### src/rtl/regfile_rd_ctrl.sv
// regfile_rd_ctrl: 8x16 register file with a scoreboarded A/B operand read port.
// Reads of registers claimed by an in-flight writer wait until the write lands.
module regfile_rd_ctrl #(
  parameter int DATA_W = 16,
  parameter int NREG   = 8,
  parameter int ADDR_W = 3,
  parameter int CNT_W  = 8
) (
  input  logic              clk_i,
  input  logic              rst_ni,
  input  logic              wr_en_i,
  input  logic [ADDR_W-1:0] wr_addr_i,
  input  logic [DATA_W-1:0] wr_data_i,
  input  logic              claim_en_i,
  input  logic [ADDR_W-1:0] claim_addr_i,
  input  logic              rd_req_i,
  input  logic [ADDR_W-1:0] rd_addr_a_i,
  input  logic [ADDR_W-1:0] rd_addr_b_i,
  output logic              rd_ready_o,
  output logic              rd_valid_o,
  output logic [DATA_W-1:0] rd_data_a_o,
  output logic [DATA_W-1:0] rd_data_b_o,
  output logic [CNT_W-1:0]  stall_cnt_o
);
  typedef enum logic {IDLE, WAIT} state_e;
  state_e            state_q, state_d;
  logic [DATA_W-1:0] regs_q [NREG];
  logic [NREG-1:0]   pend_q, pend_d;
  logic [ADDR_W-1:0] addr_a_q, addr_a_d, addr_b_q, addr_b_d, sa, sb;
  logic [DATA_W-1:0] da_q, da_d, db_q, db_d, byp_a, byp_b;
  logic [CNT_W-1:0]  cnt_q, cnt_d;
  logic              valid_q, valid_d, hit_a, hit_b, blk, cap;
  assign sa    = state_q == WAIT ? addr_a_q : rd_addr_a_i;
  assign sb    = state_q == WAIT ? addr_b_q : rd_addr_b_i;
  assign hit_a = wr_en_i && wr_addr_i == sa;
  assign hit_b = wr_en_i && wr_addr_i == sb;
  assign blk   = (pend_q[sa] && !hit_a) || (pend_q[sb] && !hit_b);
  assign byp_a = hit_a ? wr_data_i : regs_q[sa];
  assign byp_b = hit_b ? wr_data_i : regs_q[sb];
  assign cap   = (state_q == WAIT || rd_req_i) && !blk;
  always_comb begin
    pend_d = pend_q;
    if (wr_en_i) pend_d[wr_addr_i] = 1'b0;
    // a claim in the same cycle belongs to a later writer, so it wins
    if (claim_en_i) pend_d[claim_addr_i] = 1'b1;
  end
  always_comb begin
    state_d  = state_q;
    addr_a_d = addr_a_q;
    addr_b_d = addr_b_q;
    cnt_d    = cnt_q;
    valid_d  = cap;
    da_d     = cap ? byp_a : da_q;
    db_d     = cap ? byp_b : db_q;
    if (state_q == IDLE && rd_req_i && blk) begin
      state_d  = WAIT;
      addr_a_d = rd_addr_a_i;
      addr_b_d = rd_addr_b_i;
    end else if (state_q == WAIT) begin
      state_d = blk ? WAIT : IDLE;
      cnt_d   = blk && !(&cnt_q) ? cnt_q + 1'b1 : cnt_q;
    end
  end
  always_ff @(posedge clk_i or negedge rst_ni) begin
    if (!rst_ni) begin
      for (int i = 0; i < NREG; i++) regs_q[i] <= '0;
      pend_q   <= '0;
      state_q  <= IDLE;
      addr_a_q <= '0;
      addr_b_q <= '0;
      da_q     <= '0;
      db_q     <= '0;
      cnt_q    <= '0;
      valid_q  <= 1'b0;
    end else begin
      if (wr_en_i) regs_q[wr_addr_i] <= wr_data_i;
      pend_q   <= pend_d;
      state_q  <= state_d;
      addr_a_q <= addr_a_d;
      addr_b_q <= addr_b_d;
      da_q     <= da_d;
      db_q     <= db_d;
      cnt_q    <= cnt_d;
      valid_q  <= valid_d;
    end
  end
  assign rd_ready_o  = state_q == IDLE;
  assign rd_valid_o  = valid_q;
  assign rd_data_a_o = da_q;
  assign rd_data_b_o = db_q;
  assign stall_cnt_o = cnt_q;
endmodule

### config.mk
export PLATFORM = sky130hd
export DESIGN_NAME = regfile_rd_ctrl
export DESIGN_NICKNAME = d
export VERILOG_FILES = /design/src/rtl/regfile_rd_ctrl.sv
export SDC_FILE = /design/constraint.sdc
export NUM_CORES = 1
export LEC_CHECK = 0
export ABC_AREA = 1
export CORE_MARGIN = 2
export CORE_UTILIZATION = 45
export DETAILED_ROUTE_END_ITERATION = 8
export HOLD_SLACK_MARGIN = 0.1
export PLACE_DENSITY = 0.68
export SLEW_MARGIN = 20
export SYNTH_ARGS = -nofsm -noshare
export SYNTH_HDL_FRONTEND = slang
export SYNTH_SLANG_ARGS = --single-unit
### constraint.sdc
create_clock -name clk_i -period 2.9 [get_ports clk_i]
set_input_delay 0.435 -clock clk_i [delete_from_list [all_inputs] [get_ports clk_i]]
set_output_delay 0.435 -clock clk_i [all_outputs]
set_load 0.01 [all_outputs]
==> reports/qor.yml <==
design_area_um2: 11600
hp-start: "rd_data_b_o[2]"
synthAdderAreaFrac_pct: 0.125
cts_tree: "yes"
power_leakage_uw: 0.00549
crit_required_ps: 3270
place_congestion: 0.909
hold_path_depth: 2
end_kind: "flop"
critPathMaxStageDelay_ps: 710
crit_chain: "inv_4 -> nand2_1 -> nand2_2 -> nand2_1 -> nand2_1 -> nor2_1 -> nand2_2 -> nand3_2 -> nand2_4 -> nor2_8 -> nand2_1 -> nand2_1"
synth.top_cell.area_share_pct: 45.9
h-tree-depth: 4
firstDrtPassIters: 6
cts_hold_buf: 1
drt_wl_total_um: 29800
die-area_um2: 23500
cp.arrival_ps: 2860
first_global_vias: 9233
finalHoldViolCount: 0
crit_family: "simple AND/OR/NAND/NOR gates"
area_delta_synth_final_pct: 15.9
viasPerCell: 5.51
fp.dieW_um: 153
synthXorXnorAreaFrac_pct: 0.524
crit_buf_inv: 1
worst_ir_drop_vdd_mv: 0.648
finalNonFillerCells: 1714
via_count: 9444
cts-root-buf: "clkbuf_16"
r2r_start: "state_q"
syn_inst: 1384
cts_setup_buffers: 0
cp_common_cell: "nand2_1"
synth.net_count: 1418
grt_pass1_wl_um: 48400
synthDistinctLibCells: 29
reg2reg_to: "rd_data_b_o[0]"
route.detailed.drc: 0
cts-buffers-inserted: 17
ys_seq_area_share_pct: 45.9
reg2reg_slack_ps: 420
outcome: "finished, final reports clean"
insertion_delay_ps: 440
grt_max_degree: 79
clock_path_buffers: 2
core.rowCount: 54
drive_above_1_share_pct: 6.91
antenna_left: 0
grt_overflow: 0
synth.area.mux_share_pct: 0.112
start_util_pct: 46.0
maxSlewViolCount: 0
die_h_um: 153
fmax_mhz: 403
coreArea_um2: 21800
portBuffers: 74
avgSynthCellArea_um2: 7.25
clock_sinks: 184
skew_ps: 15.6
critPathKind: "flop to flop"
cts.clk_slew.worst_paths_ps: 70
first_iter_violations: 837
fill_cells: 2099
post_drt_wl_per_cell_um: 17.4
final_nets: 1455
synth_top_family_by_area: "simple AND/OR/NAND/NOR gates"
syn-cell-area_um2: 10000
synthSimpleGateAreaFrac_pct: 27.9
holdPathEnd: "rd_data_b_o[2]"
yosysTopAreaCell: "dfrtp_1"
cp_slowest_cell: "dfrtp_1"
rsz0062_at_grt: "no"
start_kind: "flop"
fin_crit_ps: 2480
detailed_place_hpwl_um: 19100
cap_violations: 0
antenna_found_initial: 1
synth-seq-cells: 184
synth_compound_area_share_pct: 16.1
setup_viol: 0
ys_warn_count: 0
place_area_um2: 11100
holdCritPathClass: "flop to flop"
io_pins: 75
cp_max_fo: 33
dp.cells: 1681
fin_setup_tns_ps: 0
power_density_nw_per_um2: 1090
fin_crit_sh_pct: 85.6
cts_resized: 0
tightest_slew_ps: 706
grt_usage_pct: 25.9
rr_worst_depth: 12
max-slew-margin-rel_pct: 52.9
synth_area_leaders: "dfrtp_1 46%, nand2_1 16%, nand3_1 8.7%"
worst min-delay path, stage by stage, from the launching register on:
cell	delay, ps
dfrtp_1	350
nand2_1	50
nand2_1	50
layout by cell type, fill, tap and decap left out, drive strengths merged:
| cell type | Yosys | routed |
|---|---|---|
| o22ai | 8 | 8 |
| dfrtp | 184 | 184 |
| inv | 129 | 131 |
| diode | 0 | 1 |
| a21oi | 95 | 95 |
| o21ai | 163 | 163 |
| mux2 | 1 | 1 |
| dlygate4sd3 | 0 | 1 |
| clkinv | 0 | 5 |
| buf | 42 | 40 |
| clkinvlp | 0 | 2 |
| nor2 | 52 | 52 |
| clkdlybuf4s50 | 0 | 73 |
| xnor2 | 3 | 3 |
| clkbuf | 55 | 22 |
| nand2 | 437 | 437 |
| ha | 1 | 1 |
| bufinv | 0 | 1 |
| nand3b | 2 | 2 |
| o211ai | 32 | 32 |
| nand3 | 176 | 176 |
| xor2 | 3 | 3 |
| a31oi | 1 | 1 |
layout make-up:
type | count | area (um2) | share of cell area, %
Antenna cell | 1 | 2.50 | 0.0215
Clock buffer | 21 | 460 | 3.96
Clock inverter | 10 | 95.1 | 0.818
Inverter | 129 | 487 | 4.19
Multi-Input combinational cell | 974 | 4510 | 38.9
Sequential cell | 184 | 4600 | 39.6
Tap cell | 280 | 350 | 3.02
Timing Repair Buffer | 115 | 1100 | 9.51
Yosys cell counts:
library cell	number
buf_2	27
clkbuf_2	10
o21ai_4	2
o211ai_1	32
nand3b_1	2
xnor2_1	3
mux2_2	1
clkbuf_1	45
nor2_1	49
o22ai_1	8
xor2_1	3
ha_1	1
a31oi_1	1
dfrtp_1	184
inv_1	126
nand2_2	7
inv_4	1
nor2_8	1
buf_1	8
a21oi_1	95
buf_4	2
inv_2	2
nand3_2	2
nand3_1	174
nand2_4	2
nand2_1	428
nor2_2	2
buf_6	5
o21ai_0	161
flip-flops by register name, indices dropped and copies added, names as in the netlist:
signal / count
addr_a_q: 3
addr_b_q: 3
pend_q: 8
rd_data_a_o: 16
rd_data_b_o: 16
rd_valid_o: 1
regs_q: 128
stall_cnt_o: 8
state_q: 1
how the worst max path moves through the flow:
stage                              start         endpoint  slack, ps  depth (start not counted)
after detailed placement    wr_addr_i[2]   rd_data_b_o[0]        390                         11
after global placement    rd_addr_b_i[2]  rd_data_a_o[10]        450                         10
after CTS                        state_q   rd_data_b_o[0]        390                         12
after global routing             state_q  rd_data_a_o[13]        130                         12
after floorplan                  state_q   stall_cnt_o[0]       1160                         13
final                            state_q   rd_data_b_o[0]        420                         12
per-layer routing:
metal	GRT usage [%]	wire (um)	vias to the layer above
li1	-	-	4568
met1	33.3	12400	4420
met2	43.9	14500	386
met3	4.39	1970	70
met4	10.1	940	0
met5	0	0	-
through the flow:
| step | hold slack, ps | setup WS [ps] | util [%] | total power, uW |
|---|---|---|---|---|
| 4_1_cts | 490 | 392 | 53.2 | 12700 |
| 3_5_place_dp | 469 | 388 | 50.6 | 10400 |
| 3_3_place_gp | 457 | 455 | 50.6 | 10300 |
| 5_1_grt | 514 | 133 | 53.2 | 13700 |
| 2_1_floorplan | 139 | 1160 | - | 8250 |
| 6_report | 484 | 419 | 53.2 | 12700 |
report_power, final:
group / total, uW / internal (uW) / switching [uW]
Combinational: 6710 / 2380 / 4320
Clock: 2260 / 1230 / 1030
Sequential: 3710 / 3280 / 435
Total: 12700 / 6890 / 5790
cell families after synthesis:
logic type	count (synthesis)
buffers and inverters	226
DFF	184
xor gates and xnor gates	6
AOI/OAI and AO/OA	299
and+or+nand+nor	667
adders and majority gates	1
muxes	1
(Power assumes the default switching activity.)
